--- src/rtl/f_memory_pingpong_if.sv ---
// Bus between the coefficient loader / MAC array and the ping-pong coefficient store.
// data_out carries SIZE lanes of WIDTH bits, each lane a two's complement coefficient.
interface f_memory_pingpong_if #(
   parameter int WIDTH = 16,
   parameter int SIZE  = 64
);
   logic [WIDTH-1:0]           s_data;
   logic                       s_valid;
   logic                       s_ready;
   logic                       swap;
   logic                       swap_err;
   logic                       shadow_full;
   logic [SIZE-1:0][WIDTH-1:0] data_out;
   logic                       out_valid;

   // Loader / consumer side
   modport master (
      output s_data, s_valid, swap,
      input  s_ready, swap_err, shadow_full, data_out, out_valid
   );

   // Coefficient store side
   modport slave (
      input  s_data, s_valid, swap,
      output s_ready, swap_err, shadow_full, data_out, out_valid
   );
endinterface

--- src/rtl/f_memory_pingpong.sv ---
// Double-buffered filter-coefficient store. The loader streams a full filter into
// the shadow bank; an accepted swap copies that bank into the registered parallel
// output and flips bank roles, so the next filter can load without stalling.
module f_memory_pingpong #(
   parameter int WIDTH   = 16,
   parameter int SIZE    = 64,
   parameter int LOGSIZE = 6
) (
   input  logic               clk,
   input  logic               reset,
   f_memory_pingpong_if.slave bus
);

   typedef enum logic {
      LOAD = 1'b0,
      FULL = 1'b1
   } state_t;

   state_t                     state_q, state_d;
   logic [LOGSIZE-1:0]         wp_q, wp_d;
   logic                       active_q, active_d;
   logic                       out_valid_q, out_valid_d;
   logic                       swap_err_q, swap_err_d;
   logic [SIZE-1:0][WIDTH-1:0] data_out_q;

   // Both banks; contents survive reset, only the write pointer restarts.
   logic [WIDTH-1:0]           bank_q [2][SIZE];

   logic                       write_beat;
   logic                       last_beat;
   logic                       swap_accept;
   logic                       shadow_sel;

   // Next-state decode for the load/full handshake, swap handling and pointers
   always_comb begin
      shadow_sel  = ~active_q;
      write_beat  = bus.s_valid && (state_q == LOAD);
      last_beat   = write_beat && (wp_q == LOGSIZE'(SIZE - 1));
      swap_accept = bus.swap && (state_q == FULL);

      state_d     = state_q;
      wp_d        = wp_q;
      active_d    = active_q;
      out_valid_d = out_valid_q;
      // A swap in LOAD is always rejected, even on the beat that fills the bank.
      swap_err_d  = bus.swap && (state_q == LOAD);

      if (write_beat) begin
         wp_d = wp_q + LOGSIZE'(1);   // wraps to 0 after the last beat
      end
      if (last_beat) begin
         state_d = FULL;
      end
      if (swap_accept) begin
         state_d     = LOAD;
         active_d    = ~active_q;
         out_valid_d = 1'b1;
      end
   end

   // Control registers
   always_ff @(posedge clk) begin
      if (reset) begin
         state_q     <= LOAD;
         wp_q        <= '0;
         active_q    <= 1'b0;
         out_valid_q <= 1'b0;
         swap_err_q  <= 1'b0;
      end else begin
         state_q     <= state_d;
         wp_q        <= wp_d;
         active_q    <= active_d;
         out_valid_q <= out_valid_d;
         swap_err_q  <= swap_err_d;
      end
   end

   // Streaming writes land only in the shadow bank; the active bank is never written
   always_ff @(posedge clk) begin
      if (write_beat) begin
         bank_q[shadow_sel][wp_q] <= bus.s_data;
      end
   end

   // One output lane per coefficient, reloaded from the shadow bank on an accepted swap
   generate
      for (genvar gi = 0; gi < SIZE; gi++) begin : g_lane
         always_ff @(posedge clk) begin
            if (reset) begin
               data_out_q[gi] <= '0;
            end else if (swap_accept) begin
               data_out_q[gi] <= bank_q[shadow_sel][gi];
            end
         end
      end
   endgenerate

   assign bus.s_ready     = (state_q == LOAD);
   assign bus.shadow_full = (state_q == FULL);
   assign bus.swap_err    = swap_err_q;
   assign bus.data_out    = data_out_q;
   assign bus.out_valid   = out_valid_q;

endmodule

--- src/flat_wrapper.sv ---
// flat-port wrapper written by rule: the top's interface ports become plain ports
module f_memory_pingpong_flat 
#(
   parameter int WIDTH   = 16,
   parameter int SIZE    = 64,
   parameter int LOGSIZE = 6
)
  (clk, reset, bus_s_data, bus_s_valid, bus_swap, bus_s_ready, bus_swap_err, bus_shadow_full, bus_data_out, bus_out_valid);
  f_memory_pingpong_if #(.WIDTH(WIDTH), .SIZE(SIZE)) bus_i ();
  input  logic clk;
  input  logic reset;
  input wire logic [$bits(bus_i.s_data)-1:0] bus_s_data;
  input wire logic [$bits(bus_i.s_valid)-1:0] bus_s_valid;
  input wire logic [$bits(bus_i.swap)-1:0] bus_swap;
  output wire logic [$bits(bus_i.s_ready)-1:0] bus_s_ready;
  output wire logic [$bits(bus_i.swap_err)-1:0] bus_swap_err;
  output wire logic [$bits(bus_i.shadow_full)-1:0] bus_shadow_full;
  output wire logic [$bits(bus_i.data_out)-1:0] bus_data_out;
  output wire logic [$bits(bus_i.out_valid)-1:0] bus_out_valid;
  assign bus_i.s_data = bus_s_data;
  assign bus_i.s_valid = bus_s_valid;
  assign bus_i.swap = bus_swap;
  assign bus_s_ready = bus_i.s_ready;
  assign bus_swap_err = bus_i.swap_err;
  assign bus_shadow_full = bus_i.shadow_full;
  assign bus_data_out = bus_i.data_out;
  assign bus_out_valid = bus_i.out_valid;
  f_memory_pingpong #(.WIDTH(WIDTH), .SIZE(SIZE), .LOGSIZE(LOGSIZE)) u_core (.clk(clk), .reset(reset), .bus(bus_i));
endmodule
--- config.mk ---
export PLATFORM = sky130hd
export DESIGN_NAME = f_memory_pingpong_flat
export DESIGN_NICKNAME = d
export VERILOG_FILES = /design/src/rtl/f_memory_pingpong_if.sv /design/src/rtl/f_memory_pingpong.sv /design/src/flat_wrapper.sv
export SDC_FILE = /design/constraint.sdc
export NUM_CORES = 2
export LEC_CHECK = 0
export ABC_AREA = 1
export CELL_PAD_IN_SITES_DETAIL_PLACEMENT = 1
export CELL_PAD_IN_SITES_GLOBAL_PLACEMENT = 2
export CORE_MARGIN = 4
export CORE_UTILIZATION = 38
export DETAILED_ROUTE_END_ITERATION = 8
export PLACE_DENSITY = 0.89
export SLEW_MARGIN = 20
export SYNTH_ARGS = -nofsm -noshare
export SYNTH_HDL_FRONTEND = slang
export SYNTH_SLANG_ARGS = --single-unit
export TNS_END_PERCENT = 1
--- constraint.sdc ---
create_clock -name clk -period 3 [get_ports clk]
set_input_delay 0.3 -clock clk [delete_from_list [all_inputs] [get_ports clk]]
set_output_delay 0.3 -clock clk [all_outputs]
set_load 0.02 [all_outputs]
Word-level counts from Yosys, hierarchy flattened

Memory sizes are Yosys's and may differ from the RTL's. A register that Yosys moved wholly into a read port is not among the register bits.
Cells that the tools add are included.

Add/sub/neg operators: 1
Order comparisons: 2
Eq/ne operators: 1
Multiplexer cells: 4
Bitwise logic cells: 3
Reduce and logical (&&, ||, !) cells: 6

Operators with widths:

| kind                  | count |
|---|---|
| $mux W1024            | 1 |
| $demux W16 S6         | 1 |
| $mux W16              | 1 |
| $ge A7 B7 Y1 const B  | 1 |
| $lt A7 B1 Y1 const B  | 1 |
| $not A6 Y7            | 1 |
| $add A6 B1 Y6 const B | 1 |
| $eq A6 B6 Y1 const B  | 1 |
| $logic_and A1 B1 Y1   | 5 |
| $not A1 Y1            | 2 |
| $reduce_or A2 Y1      | 1 |
| $mux W1               | 1 |

Flip-flop bits (word level): 10
Memory bits (writable): 2048
Input port bits: 20
Output and inout port bits: 1028
Logic and storage cells: 23
Memories: 1

Memory list:

| name          | depth | bits a word | read ports | clocked after memory_dff | wr ports | line                    | source |
|---|---|---|---|---|---|---|---|
| u_core.bank_q | 2     | 1024        | 1          | 1                        | 1        | f_memory_pingpong.sv:27 | `logic [WIDTH-1:0] bank_q [2][SIZE];` |

Depth between registers and ports, before layout

Word-level depth: 6
Depth in mapped cells: 8
Mapped depth without buffers: 7

Least setup slack after synthesis

Ideal clock, no wire load.

Kind: register to register
Start point: register u_core.state_q, in the netlist u_core.bus.shadow_full
End point: memory u_core.bank_q[1][1000] (netlist name), enable pin
Library setup time: 0.409 ns
Data arrival time: 2.195 ns
Setup slack: 0.395 ns
Cell stages (with the launch flop): 5
Path buffers: 1
Path through: dfxtp_1 -> nor2_1 -> nand4_1 -> clkbuf_1 -> nor3_1

Longest elaborated chain between the ends: 4

RTL lines:

| element                          | line                    | source |
|---|---|---|
| start, declared                  | f_memory_pingpong.sv:19 | `state_t state_q, state_d;` |
| start signal, assigned           | f_memory_pingpong.sv:70 | `state_q <= state_d;` |
| $not A1 Y1                       | f_memory_pingpong.sv:37 | `write_beat = bus.s_valid && (state_q == LOAD);` |
| $logic_and A1 B1 Y1              | f_memory_pingpong.sv:37 |  |
| $mux W1                          | f_memory_pingpong.sv:80 | `if (write_beat) begin` |
| $mux W1024 (implied by the code) | f_memory_pingpong.sv:81 | `bank_q[shadow_sel][wp_q] <= bus.s_data;` |
| end, declared                    | f_memory_pingpong.sv:27 |  |

No other way between the ends.

Final worst setup path

Start point: register u_core.state_q, in the netlist u_core.bus.shadow_full
End point: output bus_shadow_full

RTL lines:

| element       | line               | source |
|---|---|---|
| end, declared | flat_wrapper.sv:17 | `output wire logic [$bits(bus_i.shadow_full)-1:0] bus_shadow_full;` |

No word-level cell between the ends.

==> summary.md <==
| Metric | Value |
|---|---|
| # setup viols final | `0` |
| Clock sink count | `3082` |
| Critical path required time | `2.70 ns` |
| Global-route wire length before repair | `549000 um` |
| CTS clk-pin slew, worst paths | `0.06 ns` |
| Seq cells post-synth | `3082` |
| Largest net degree at the start of global routing | `149` |
| Max-cap check violation count | `0` |
| Final hold vios | `0` |
| Worst reg-to-reg setup slack | `0.45 ns` |
| Initial Utilization | `38.2%` |
| Layout Skew | `0.0579 ns` |
| Pre-CTS setup slack | `-0.0561 ns` |
| Final critical-path required period | `2.73 ns` |
| Worst min path class | `in2reg` |
| Reg2Reg Launch Point | `u_core.wp_q[0]` |
| CP max stage cell | `clkdlybuf4s50_1` |
| Crit Path Category | `reg2out` |
| DRT antenna net count | `0` |
| Antenna violations before repair | `12` |
| Worst Setup SP | `u_core.bus.shadow_full` |
| Port bufs | `1047` |
| Min-Delay Startpoint | `bus_swap` |
| CP endpoint kind | `output port` |
| Core Area | `0.282 mm2` |
| Vert. Die Dim | `541 um` |
| Worst Hold Slack | `0.324 ns` |
| Pleak | `45.0 nW` |
| Area added between synthesis and finish | `26.3%` |
| Startpoint Class | `flop` |
| Crit-path max cell delay | `0.92 ns` |
| Ports | `1048` |
| Worst setup path endpoint | `bus_shadow_full` |
| CTS tree | `done` |
| Final setup TNS | `0 ns` |
| Hpwl dp | `245000 um` |
| Syn_nets | `9076` |
| Full die area | `0.292 mm2` |
| VDD IR max | `464 uV` |
| Final max-slew violation count | `0` |
| YS warnings | `0` |
| Max H-tree Level | `5` |
| Worst Setup Slack, final | `0.274 ns` |
| Seq/Total Area, Yosys | `76.3%` |
| Worst slew pin tran | `1.09 ns` |
| Placed Cells | `13.7k` |
| Worst-Skew Late Latency | `0.94 ns` |
| Cell family with most CP delay | `buffers and inverters` |
| Final Cycle Share | `90.9%` |
| RSZ-0062 raised after global routing | `no` |
| First-pass DRT Iterations | `6` |
| CTS buffer count | `322` |
| CP Depth | `1` |
| Post-CTS setup buffer count | `0` |
| Worst Path Buf+Inv | `1` |
| Status | `completed` |
| Distinct cells, synth | `22` |
| Critical path arrival | `2.43 ns` |
| Drt total wl | `383000 um` |
| Finished Layout Cells | `14.3k` |
| Vias in the first global route | `79.6k` |
| PwrDens | `639 mW/mm2` |
| Syn Area/Cell | `11.9 um2` |
| Tot GR Track Use | `25.2%` |
| Max Clock Freq | `367 MHz` |
| Drc violations | `0` |
| Post-DR vias/cell | `5.38` |
| CTS max path bufs | `4` |
| RR Endpoint | `u_core.bank_q[1][88]` |
| 1st-iter DRT viols | `7838` |
| R2R cell count | `8` |
| Critical path fanouts, max | `4` |
| Site row count | `195` |
| CP Cell Sequence | `clkdlybuf4s50_1` |
| Rel. slew slack | `27.4%` |
| Mapped Cells | `9055` |
| Nets@finish | `10.3k` |
| Routability congestion estimate | `0.843` |
| Root Buffer Master | `clkbuf_16` |
| GR Overflow Total | `0` |
| Routed vias | `77.0k` |
| WL/cell | `26.8 um` |
| Die Width | `541 um` |
| Fraction of layout cells with a size suffix above 1 | `9.58%` |
| Final design utilization | `48.2%` |
| Netlist Area Pre-Place | `0.108 mm2` |
## layout make-up
type                            count  area (um2)
Fill cell                       29231      146000
Sequential cell                  3082       82200
Multi-Input combinational cell   5360       23100
Timing Repair Buffer             1499       15400
Clock buffer                      469        9360
Tap cell                         3743        4680
Clock inverter                    132        1340
Inverter                           25         110
Antenna cell                        3        7.51
## metrics by stage
step	area [um2]	power, mW
after global placement	125000	47.6
after floorplan	108000	46.4
after detailed placement	125000	47.6
after global routing	136000	89.5
after CTS	136000	87.6
final	136000	87.0
## worst min-delay path by stage
stage / to / depth (start not counted) / slack (ns)
2_1_floorplan: u_core.bank_q[0][0] / 0 / 0.40
3_3_place_gp: u_core.bus.data_out[943] / 2 / 0.45
3_5_place_dp: u_core.bus.data_out[118] / 2 / 0.46
4_1_cts: u_core.bus.swap_err / 3 / 0.21
5_1_grt: u_core.bus.swap_err / 3 / 0.26
6_report: u_core.bus.swap_err / 3 / 0.32
## layout by cell type (no fill, tap or decap), types with 7 or more instances in the layout
cell	n
inv_16	7
nor3_2	40
nor2_2	23
clkinv_2	56
clkbuf_16	336
a21oi_1	1029
buf_4	322
edfxtp_1	2048
bufinv_16	11
dlygate4sd3_1	17
clkbuf_1	85
o21ai_0	876
dfxtp_1	1033
inv_1	24
o21ai_1	152
nand2_1	1088
inv_6	10
nor2_1	2136
buf_6	16
clkinv_16	8
nand3_1	10
clkbuf_8	45
clkdlybuf4s50_1	1030
clkinv_1	23
buf_12	113
## report_power, final
part	internal, mW	switching (mW)
clock network	22.9	17.3
logic	0.270	1.24
registers	45.2	0.0154
total	68.4	18.6
## Yosys cell counts, drive strengths merged
cell type / instances / area [um2]
a21oi: 1029 / 5150
buf: 360 / 1820
o21ai: 1028 / 5140
clkbuf: 228 / 860
nand4: 2 / 12.5
nor3: 40 / 200
dfxtp: 1034 / 20700
nor2: 2159 / 8110
ha: 1 / 12.5
edfxtp: 2048 / 61500
nand3: 11 / 55.1
nand2: 1089 / 4090
inv: 25 / 96.4
nand3b: 1 / 7.51
## timing repair
item / CTS / global route
endpoints found under the hold margin: 487 / 0
hold buffers: 17 / 0
resized for setup: 0 / 0
## sequential cells by signal, indices dropped and copies added, names as in the netlist
register                count
u_core.active_q             1
u_core.bus.data_out      1024
u_core.bus.swap_err         1
u_core.bus.shadow_full      1
u_core.bus.out_valid        1
u_core.bank_q            2048
u_core.wp_q                 6
## cells by family (layout without fill, tap and decap cells)
logic type	count (synthesis)	after routing	synth area share (%)
AO/OA/AOI/OAI	2057	2057	9.55
adder cells (fa/ha/maj)	1	1	0.0116
other	0	3	0
AND/OR/NAND/NOR	3302	3302	11.6
buffers and inverters	613	2125	2.58
flip-flops	3082	3082	76.3
## metal layers
metal | vias to the layer above | part of all wire (%) | GRT usage (%)
li1 | 33673 | - | -
met1 | 39399 | 41 | 33.7
met2 | 3273 | 47 | 41.0
met3 | 620 | 7.6 | 4.31
met4 | 6 | 4.1 | 9.55
met5 | - | 0.0073 | 0
No activity file was read; power rests on OpenSTA's default activity.
